## src/rtl/pkg_tpu.sv

```systemverilog
// Shared TPU backend types used by the shared multiplier path and its arbiter.
package pkg_tpu;

  typedef logic [31:0] data_t;
  typedef logic [7:0]  index_t;
  typedef logic [5:0]  issue_no_t;

  typedef enum logic [1:0] {
    OP_FMUL  = 2'd0,
    OP_FNMUL = 2'd1
  } opt_t;

  // Wide enough for up to 16 requesters sharing one unit.
  localparam int unsigned REQ_ID_W = 4;
  typedef logic [REQ_ID_W-1:0] req_id_t;

  // Bookkeeping that travels alongside an operation through the pipeline.
  typedef struct packed {
    logic      valid;
    req_id_t   id;
    index_t    index;
    issue_no_t issue_no;
  } mlt_tag_t;

endpackage

```

## src/rtl/fMlt_Unit.sv

```systemverilog
// Combinational IEEE-754 single-precision multiplier (denormals flushed to zero,
// round to nearest even). FNMUL negates the product.
module fMlt_Unit
  import pkg_tpu::*;
(
  input  logic  I_En,
  input  logic  I_Stall,
  input  opt_t  I_Op,
  input  data_t I_Data1,
  input  data_t I_Data2,
  output logic  O_Valid,
  output data_t O_Data
);

  logic              w_sr;
  logic [7:0]        w_ea, w_eb;
  logic [47:0]       w_prod;
  logic signed [9:0] w_exp;
  logic [22:0]       w_mant;
  logic              w_g, w_st;
  logic [23:0]       w_mant_r;
  logic              w_nan_a, w_nan_b, w_inf_a, w_inf_b, w_zero_a, w_zero_b;
  data_t             w_res;

  // Multiply significands, normalise, round and handle special operands.
  always_comb begin
    w_ea     = I_Data1[30:23];
    w_eb     = I_Data2[30:23];
    w_sr     = I_Data1[31] ^ I_Data2[31] ^ (I_Op == OP_FNMUL);
    w_nan_a  = (w_ea == 8'hFF) && (I_Data1[22:0] != '0);
    w_nan_b  = (w_eb == 8'hFF) && (I_Data2[22:0] != '0);
    w_inf_a  = (w_ea == 8'hFF) && (I_Data1[22:0] == '0);
    w_inf_b  = (w_eb == 8'hFF) && (I_Data2[22:0] == '0);
    w_zero_a = (w_ea == 8'h00);
    w_zero_b = (w_eb == 8'h00);
    w_prod   = 48'({1'b1, I_Data1[22:0]}) * 48'({1'b1, I_Data2[22:0]});
    w_exp    = $signed(10'(w_ea) + 10'(w_eb) - 10'd127);
    if (w_prod[47]) begin
      w_mant = w_prod[46:24];
      w_g    = w_prod[23];
      w_st   = |w_prod[22:0];
      w_exp  = w_exp + 10'sd1;
    end else begin
      w_mant = w_prod[45:23];
      w_g    = w_prod[22];
      w_st   = |w_prod[21:0];
    end
    w_mant_r = {1'b0, w_mant} + 24'(w_g & (w_st | w_mant[0]));
    if (w_mant_r[23]) w_exp = w_exp + 10'sd1;
    if (w_nan_a || w_nan_b)        w_res = 32'h7FC0_0000;
    else if (w_inf_a || w_inf_b)   w_res = (w_zero_a || w_zero_b) ? 32'h7FC0_0000 : {w_sr, 8'hFF, 23'h0};
    else if (w_zero_a || w_zero_b) w_res = {w_sr, 31'h0};
    else if (w_exp >= 10'sd255)    w_res = {w_sr, 8'hFF, 23'h0};
    else if (w_exp <= 10'sd0)      w_res = {w_sr, 31'h0};
    else                           w_res = {w_sr, w_exp[7:0], w_mant_r[22:0]};
  end

  assign O_Data  = I_En ? w_res : '0;
  assign O_Valid = I_En & ~I_Stall;

endmodule

```

## src/rtl/rr_arbiter.sv

```systemverilog
// One-hot round-robin pick with pointer update; reusable by any shared unit.
module rr_arbiter #(
  parameter  int unsigned N  = 4,
  localparam int unsigned PW = (N > 1) ? $clog2(N) : 1
) (
  input  logic          i_clk,
  input  logic          i_rst_n,
  input  logic          i_hold,
  input  logic [N-1:0]  i_req,
  output logic [N-1:0]  o_grant,
  output logic [PW-1:0] o_win,
  output logic          o_any
);

  logic [PW-1:0] r_ptr;
  logic [PW-1:0] w_idx;
  logic [PW-1:0] w_win;
  logic          w_any;
  int unsigned   w_sum;

  // Search from the pointer, wrapping, for the first active request.
  always_comb begin
    o_grant = '0;
    w_win   = '0;
    w_any   = 1'b0;
    w_sum   = 0;
    w_idx   = '0;
    for (int unsigned off = 0; off < N; off++) begin
      w_sum = 32'(r_ptr) + off;
      if (w_sum >= N) w_sum = w_sum - N;
      w_idx = PW'(w_sum);
      if (!w_any && !i_hold && i_req[w_idx]) begin
        w_any = 1'b1;
        w_win = w_idx;
      end
    end
    if (w_any) o_grant[w_win] = 1'b1;
  end

  assign o_win = w_win;
  assign o_any = w_any;

  // Pointer moves just past the winner; held when nothing is granted.
  always_ff @(posedge i_clk or negedge i_rst_n) begin
    if (!i_rst_n) begin
      r_ptr <= '0;
    end else if (w_any) begin
      r_ptr <= (w_win == PW'(N - 1)) ? '0 : w_win + 1'b1;
    end
  end

endmodule

```

## src/rtl/fmlt_arbiter.sv

```systemverilog
// Shares one fMlt_Unit among NUM_REQ requesters: round-robin acceptance into S0,
// fixed-latency delay line carrying the tag, and in-flight occupancy tracking.
module fmlt_arbiter
  import pkg_tpu::*;
#(
  parameter int unsigned NUM_REQ     = 4,
  parameter int unsigned MLT_LATENCY = 2
) (
  input  logic                       clock,
  input  logic                       reset,
  input  logic                       I_Stall,
  input  logic      [NUM_REQ-1:0]    I_Req,
  input  opt_t      [NUM_REQ-1:0]    I_Op,
  input  data_t     [NUM_REQ-1:0]    I_Data1,
  input  data_t     [NUM_REQ-1:0]    I_Data2,
  input  index_t    [NUM_REQ-1:0]    I_Index,
  input  issue_no_t [NUM_REQ-1:0]    I_Issue_No,
  output logic      [NUM_REQ-1:0]    O_Grant,
  output logic      [NUM_REQ-1:0]    O_Valid,
  output data_t                      O_Data,
  output index_t                     O_Index,
  output issue_no_t                  O_Issue_No,
  output logic                       O_Busy
);

  localparam int unsigned PW = (NUM_REQ > 1) ? $clog2(NUM_REQ) : 1;
  localparam int unsigned CW = $clog2(MLT_LATENCY + 2);

  logic          w_hold;
  logic [PW-1:0] w_win;
  logic          w_acc;
  logic          w_ret;
  logic          w_mlt_valid;
  data_t         w_mlt_data;
  mlt_tag_t      w_last;

  mlt_tag_t      r_s0_tag;
  opt_t          r_s0_op;
  data_t         r_s0_d1;
  data_t         r_s0_d2;
  mlt_tag_t      r_d_tag  [MLT_LATENCY];
  data_t         r_d_data [MLT_LATENCY];
  logic [CW-1:0] r_cnt;

  // Reset also blocks grants so every output reads zero while it is held.
  assign w_hold = I_Stall | ~reset;

  rr_arbiter #(.N(NUM_REQ)) u_rr (
    .i_clk   (clock),
    .i_rst_n (reset),
    .i_hold  (w_hold),
    .i_req   (I_Req),
    .o_grant (O_Grant),
    .o_win   (w_win),
    .o_any   (w_acc)
  );

  // S0: capture the winning requester's operands and tag.
  always_ff @(posedge clock or negedge reset) begin
    if (!reset) begin
      r_s0_tag <= '0;
      r_s0_op  <= OP_FMUL;
      r_s0_d1  <= '0;
      r_s0_d2  <= '0;
    end else if (!I_Stall) begin
      r_s0_tag.valid <= w_acc;
      if (w_acc) begin
        r_s0_tag.id       <= REQ_ID_W'(w_win);
        r_s0_tag.index    <= I_Index[w_win];
        r_s0_tag.issue_no <= I_Issue_No[w_win];
        r_s0_op           <= I_Op[w_win];
        r_s0_d1           <= I_Data1[w_win];
        r_s0_d2           <= I_Data2[w_win];
      end
    end
  end

  fMlt_Unit u_mlt (
    .I_En    (r_s0_tag.valid),
    .I_Stall (I_Stall),
    .I_Op    (r_s0_op),
    .I_Data1 (r_s0_d1),
    .I_Data2 (r_s0_d2),
    .O_Valid (w_mlt_valid),
    .O_Data  (w_mlt_data)
  );

  // Delay line D1..Dn; bubbles advance freely, everything freezes on stall.
  always_ff @(posedge clock or negedge reset) begin
    if (!reset) begin
      for (int unsigned i = 0; i < MLT_LATENCY; i++) begin
        r_d_tag[i]  <= '0;
        r_d_data[i] <= '0;
      end
    end else if (!I_Stall) begin
      r_d_tag[0]  <= {w_mlt_valid, r_s0_tag.id, r_s0_tag.index, r_s0_tag.issue_no};
      r_d_data[0] <= w_mlt_data;
      for (int unsigned i = 1; i < MLT_LATENCY; i++) begin
        r_d_tag[i]  <= r_d_tag[i-1];
        r_d_data[i] <= r_d_data[i-1];
      end
    end
  end

  assign w_last = r_d_tag[MLT_LATENCY-1];
  assign w_ret  = w_last.valid & ~I_Stall;

  // Return the last-stage result to its requester; zero when nothing retires.
  always_comb begin
    O_Valid    = '0;
    O_Data     = '0;
    O_Index    = '0;
    O_Issue_No = '0;
    if (w_ret) begin
      for (int unsigned k = 0; k < NUM_REQ; k++) begin
        if (w_last.id == REQ_ID_W'(k)) O_Valid[k] = 1'b1;
      end
      O_Data     = r_d_data[MLT_LATENCY-1];
      O_Index    = w_last.index;
      O_Issue_No = w_last.issue_no;
    end
  end

  // In-flight count: up on acceptance, down on retirement, both cancel.
  always_ff @(posedge clock or negedge reset) begin
    if (!reset) begin
      r_cnt <= '0;
    end else begin
      case ({w_acc, w_ret})
        2'b10:   r_cnt <= r_cnt + CW'(1);
        2'b01:   r_cnt <= r_cnt - CW'(1);
        default: r_cnt <= r_cnt;
      endcase
    end
  end

  assign O_Busy = (r_cnt != '0);

endmodule
```

## config.mk

```make
export PLATFORM = sky130hd
export DESIGN_NAME = fmlt_arbiter
export DESIGN_NICKNAME = d
export VERILOG_FILES = /design/src/rtl/pkg_tpu.sv /design/src/rtl/fMlt_Unit.sv /design/src/rtl/rr_arbiter.sv /design/src/rtl/fmlt_arbiter.sv
export SDC_FILE = /design/constraint.sdc
export NUM_CORES = 2
export LEC_CHECK = 0
export ABC_CLOCK_PERIOD_IN_PS = 20300
export BUFFER_PORTS_ARGS = -buffer_cell sky130_fd_sc_hd__buf_2
export CORE_MARGIN = 2
export CORE_UTILIZATION = 25
export CTS_CLUSTER_DIAMETER = 80
export DETAILED_ROUTE_END_ITERATION = 12
export PLACE_DENSITY = 0.48
export RECOVER_POWER = 25
export SKIP_CTS_REPAIR_TIMING = 1
export SYNTH_ARGS = -nofsm -noshare
export SYNTH_HDL_FRONTEND = slang
export SYNTH_SLANG_ARGS = --single-unit
```

## constraint.sdc

```tcl
create_clock -name clock -period 20.3 [get_ports clock]
set_input_delay 2.03 -clock clock [delete_from_list [all_inputs] [get_ports clock]]
set_output_delay 2.03 -clock clock [all_outputs]
set_load 0.005 [all_outputs]
```

==> results.md <==
| Parameter | Reported | Unit |
| --- | --- | --- |
| Maximum clock rate | 91.7 | MHz |
| Final weighted congestion in routability-driven placement | 0.928 | - |
| Final hold violations | 0 | - |
| Detailed-route DRC error count | 0 | - |
| Register area share after synthesis | 14.3 | % |
| Leading cell type in the layout, fill and taps excluded | sky130_fd_sc_hd__nand2_1 | - |
| Number of nets with antenna violations after detailed routing | 0 | - |
| Die H | 364 | um |
| Number of synthesized register bits | 185 | - |
| Area enclosed by the die boundary | 132000 | um^2 |
| Buffers added on ports | 381 | - |
| Synth-to-Final Area Change | 12.7 | % |
| Ratio of routed vias to standard cells | 4.62 | - |
| Total negative setup slack | 0 | ns |
| Count of buffering cells on the critical path with inverters included | 6 | - |
| Critical Path RT | 20.70 | ns |
| Fraction of synthesis flops using an asynchronous set or reset pin | 100 | % |
| Most used flip-flop cell after synthesis | sky130_fd_sc_hd__dfrtp_1 | - |
| Count of vias placed by the detailed router | 27337 | - |
| Syn Std Cell Area | 32400 | um^2 |
| Final setup violation count | 0 | - |
| Worst Path Class, Setup | register to register | - |
| Dominant cells by area after synthesis | sky130_fd_sc_hd__fa_1 30%, sky130_fd_sc_hd__dfrtp_1 14%, sky130_fd_sc_hd__nand2_1 10%, sky130_fd_sc_hd__ha_1 7.3%, sky130_fd_sc_hd__inv_1 7.0% | - |
| Clock skew | 0.0241 | ns |
| Type of element capturing the critical path | register | - |
| Max-capacitance violation count | 3 | - |
| Failing checks | max-capacitance violations, max-slew violations | - |
| Post-route fraction of the period consumed by the critical path | 53.7 | % |
| Wire length of the first global-routing pass | 170000 | um |
| Number of warning messages in the yosys log | 0 | - |
| Post-DR wirelength/cell | 18.2 | um |
| Net count, final | 5174 | - |
| Worst-Skew Late Latency | 0.49 | ns |
| Initial antenna violation count | 7 | - |
| Via count of the first global-routing pass | 28863 | - |
| H-Tree Depth | 4 | - |
| Post-route worst hold slack | 0.469 | ns |
| Overall global routing resource usage | 16.7 | % |
| Initial Utilization | 25.3 | % |
| TritonCTS clock tree | built | - |
| Count of routing violations after the opening detailed-route iteration | 1825 | - |
| Final instance count without filler cells | 5918 | - |
| Pin count of the biggest net entering global routing | 81 | - |
| Transition time at the pin with the least slew margin | 3.85 | ns |
| Number of placed cells counting well taps | 5884 | - |
| Die extent in x | 364 | um |
| Unique cell type count in the Yosys netlist | 103 | - |
| Setup repair after global routing missed its margin | no | - |
| Top-Level Pins | 382 | - |
| Crit-path max cell delay | 0.81 | ns |
| Worst path top cell family by delay | adder cells | - |
| Clk sinks | 185 | - |
| Half-perimeter wire length after detailed placement | 86000 | um |
| Ratio of cells with drive above 1 in the final layout | 14.2 | % |
| Data arrival at the endpoint of the critical path | 11.30 | ns |
| Total wire length after detailed routing | 108000 | um |
| Max Fanout on Critical Path | 37 | - |
| Slowest stage cell on the critical path | sky130_fd_sc_hd__dfrtp_1 | - |
| Final setup slack of the worst path | 9.40 | ns |
| Worst-case clock buffer depth | 2 | - |
| Library cell with the largest summed area after synthesis | sky130_fd_sc_hd__fa_1 | - |
| Post-CTS clock slew at the launch and capture registers of the worst setup and hold paths | 0.09 | ns |
| Num rows | 131 | - |
| Max-Slew Margin vs Limit | -156 | % |
| First drt pass iteration count | 5 | - |
| Nature of the critical path startpoint | register | - |
| Total clock buffers created by CTS | 17 | - |
| Post-Synthesis Net Count | 4955 | - |
| Dpl ws | 9.49 | ns |
| Result of the run | finished with violations | - |
| CTS root buf | sky130_fd_sc_hd__clkbuf_16 | - |
| Hold WC Path Type | register to register | - |
| Max Transition Viols Final | 178 | - |
| Most frequent cells in the layout | 870 x sky130_fd_sc_hd__nand2_1, 603 x sky130_fd_sc_hd__inv_1, 483 x sky130_fd_sc_hd__fa_1 | - |
| Overflow left after global routing | 0 | - |
| Minimum clock period after layout | 10.90 | ns |
| Top-area cell type share of the netlist area | 29.9 | % |
| Average instance area after synthesis | 8.18 | um^2 |
| Cell mode on critical path | sky130_fd_sc_hd__fa_1 | - |
| Area inside the core boundary | 128000 | um^2 |
| Number of standard cells after synthesis | 3955 | - |
| EDFF count, synth | 0 | - |
[cell families (layout without fill, tap and decap cells)]
family | count (synthesis) | after routing | synth area share [%]
AOI/OAI and AO/OA | 473 | 473 | 9.71
xor gates and xnor gates | 98 | 98 | 2.72
buffers and inverters | 838 | 1070 | 9.95
adders and majority gates | 673 | 673 | 37.2
and+or+nand+nor | 1606 | 1606 | 23.2
other | 0 | 2 | 0
DFF | 185 | 185 | 14.3
muxes | 82 | 82 | 2.84
[sequential cells by signal, summed over array words and instances, names as in the netlist]
name	count
r_cnt	2
r_d_data	64
r_d_tag	34
r_s0_d1	32
r_s0_d2	32
r_s0_op	2
r_s0_tag	17
u_rr.r_ptr	2
[synth_stat cells, drive strengths merged (5+ instances only)]
| master | count |
|---|---|
| o21a | 14 |
| a31oi | 5 |
| a22oi | 6 |
| a211o | 8 |
| nand2 | 872 |
| o21ai | 208 |
| dfrtp | 185 |
| or3 | 9 |
| o31ai | 27 |
| and4 | 7 |
| xor2 | 28 |
| nand2b | 11 |
| buf | 37 |
| and3 | 19 |
| a211oi | 14 |
| a21boi | 11 |
| ha | 190 |
| or2 | 11 |
| mux2 | 66 |
| nor2b | 17 |
| nand3 | 110 |
| or4 | 9 |
| a21oi | 78 |
| o211ai | 16 |
| a221o | 8 |
| nor3 | 39 |
| o21bai | 7 |
| and2 | 302 |
| inv | 604 |
| nand4 | 37 |
| clkbuf | 194 |
| a21o | 15 |
| fa | 483 |
| nor2 | 120 |
| nor4 | 31 |
| mux2i | 15 |
| xnor2 | 69 |
| o2111ai | 5 |
| o22ai | 7 |
[final cells by class]
type	count	area, um^2
tap	1729	2160
clock inverter	14	153
timing repair buffer	431	2280
antenna	2	5.00
sequential	185	4630
clock buffer	18	429
inverter	607	2280
multi-input combinational	2932	24500
fill	13962	91500
[metal layers]
metal | track usage [%] | vias up | wire, um
met5 | 0 | - | 13
met4 | 3.75 | 2 | 2060
met3 | 2.44 | 92 | 6110
met2 | 28.2 | 710 | 51100
met1 | 22.4 | 13672 | 48200
li1 | - | 12861 | -
[metrics by stage]
stage	cell area [um^2]	utilization, %
6_report	36500	28.5
5_1_grt	36500	28.5
4_1_cts	36500	28.5
3_5_place_dp	35900	28.0
3_3_place_gp	35900	28.0
2_1_floorplan	32400	-
[worst paths after layout]
| path | startpoint | to | slack, ns | cells past startpoint |
|---|---|---|---|---|
| min in group asynchronous | reset | r_d_data[13] | 2.86 | 1 |
| worst min register to register | r_cnt[1] | r_cnt[1] | 0.47 | 1 |
| max in group asynchronous | reset | r_s0_d2[2] | 12.37 | 3 |
| worst max register to register | r_s0_d2[0] | r_d_data[52] | 9.40 | 34 |
| worst min-delay path | r_cnt[1] | r_cnt[1] | 0.47 | 1 |
| worst max-delay path | r_s0_d2[0] | r_d_data[52] | 9.40 | 34 |
[worst reg2reg max path: cells and delay by family (launching register included)]
family          cells  cell delay (ns)
buf+inv             6             1.09
simple gates        8             1.81
xor+xnor            1             0.19
flops               1             0.81
compound gates     10             2.85
fa+ha+maj           9             4.06
Power is left out: the tool's default activity adds up to more than one toggle a clock period on the data nets, which glitch-free logic cannot reach.
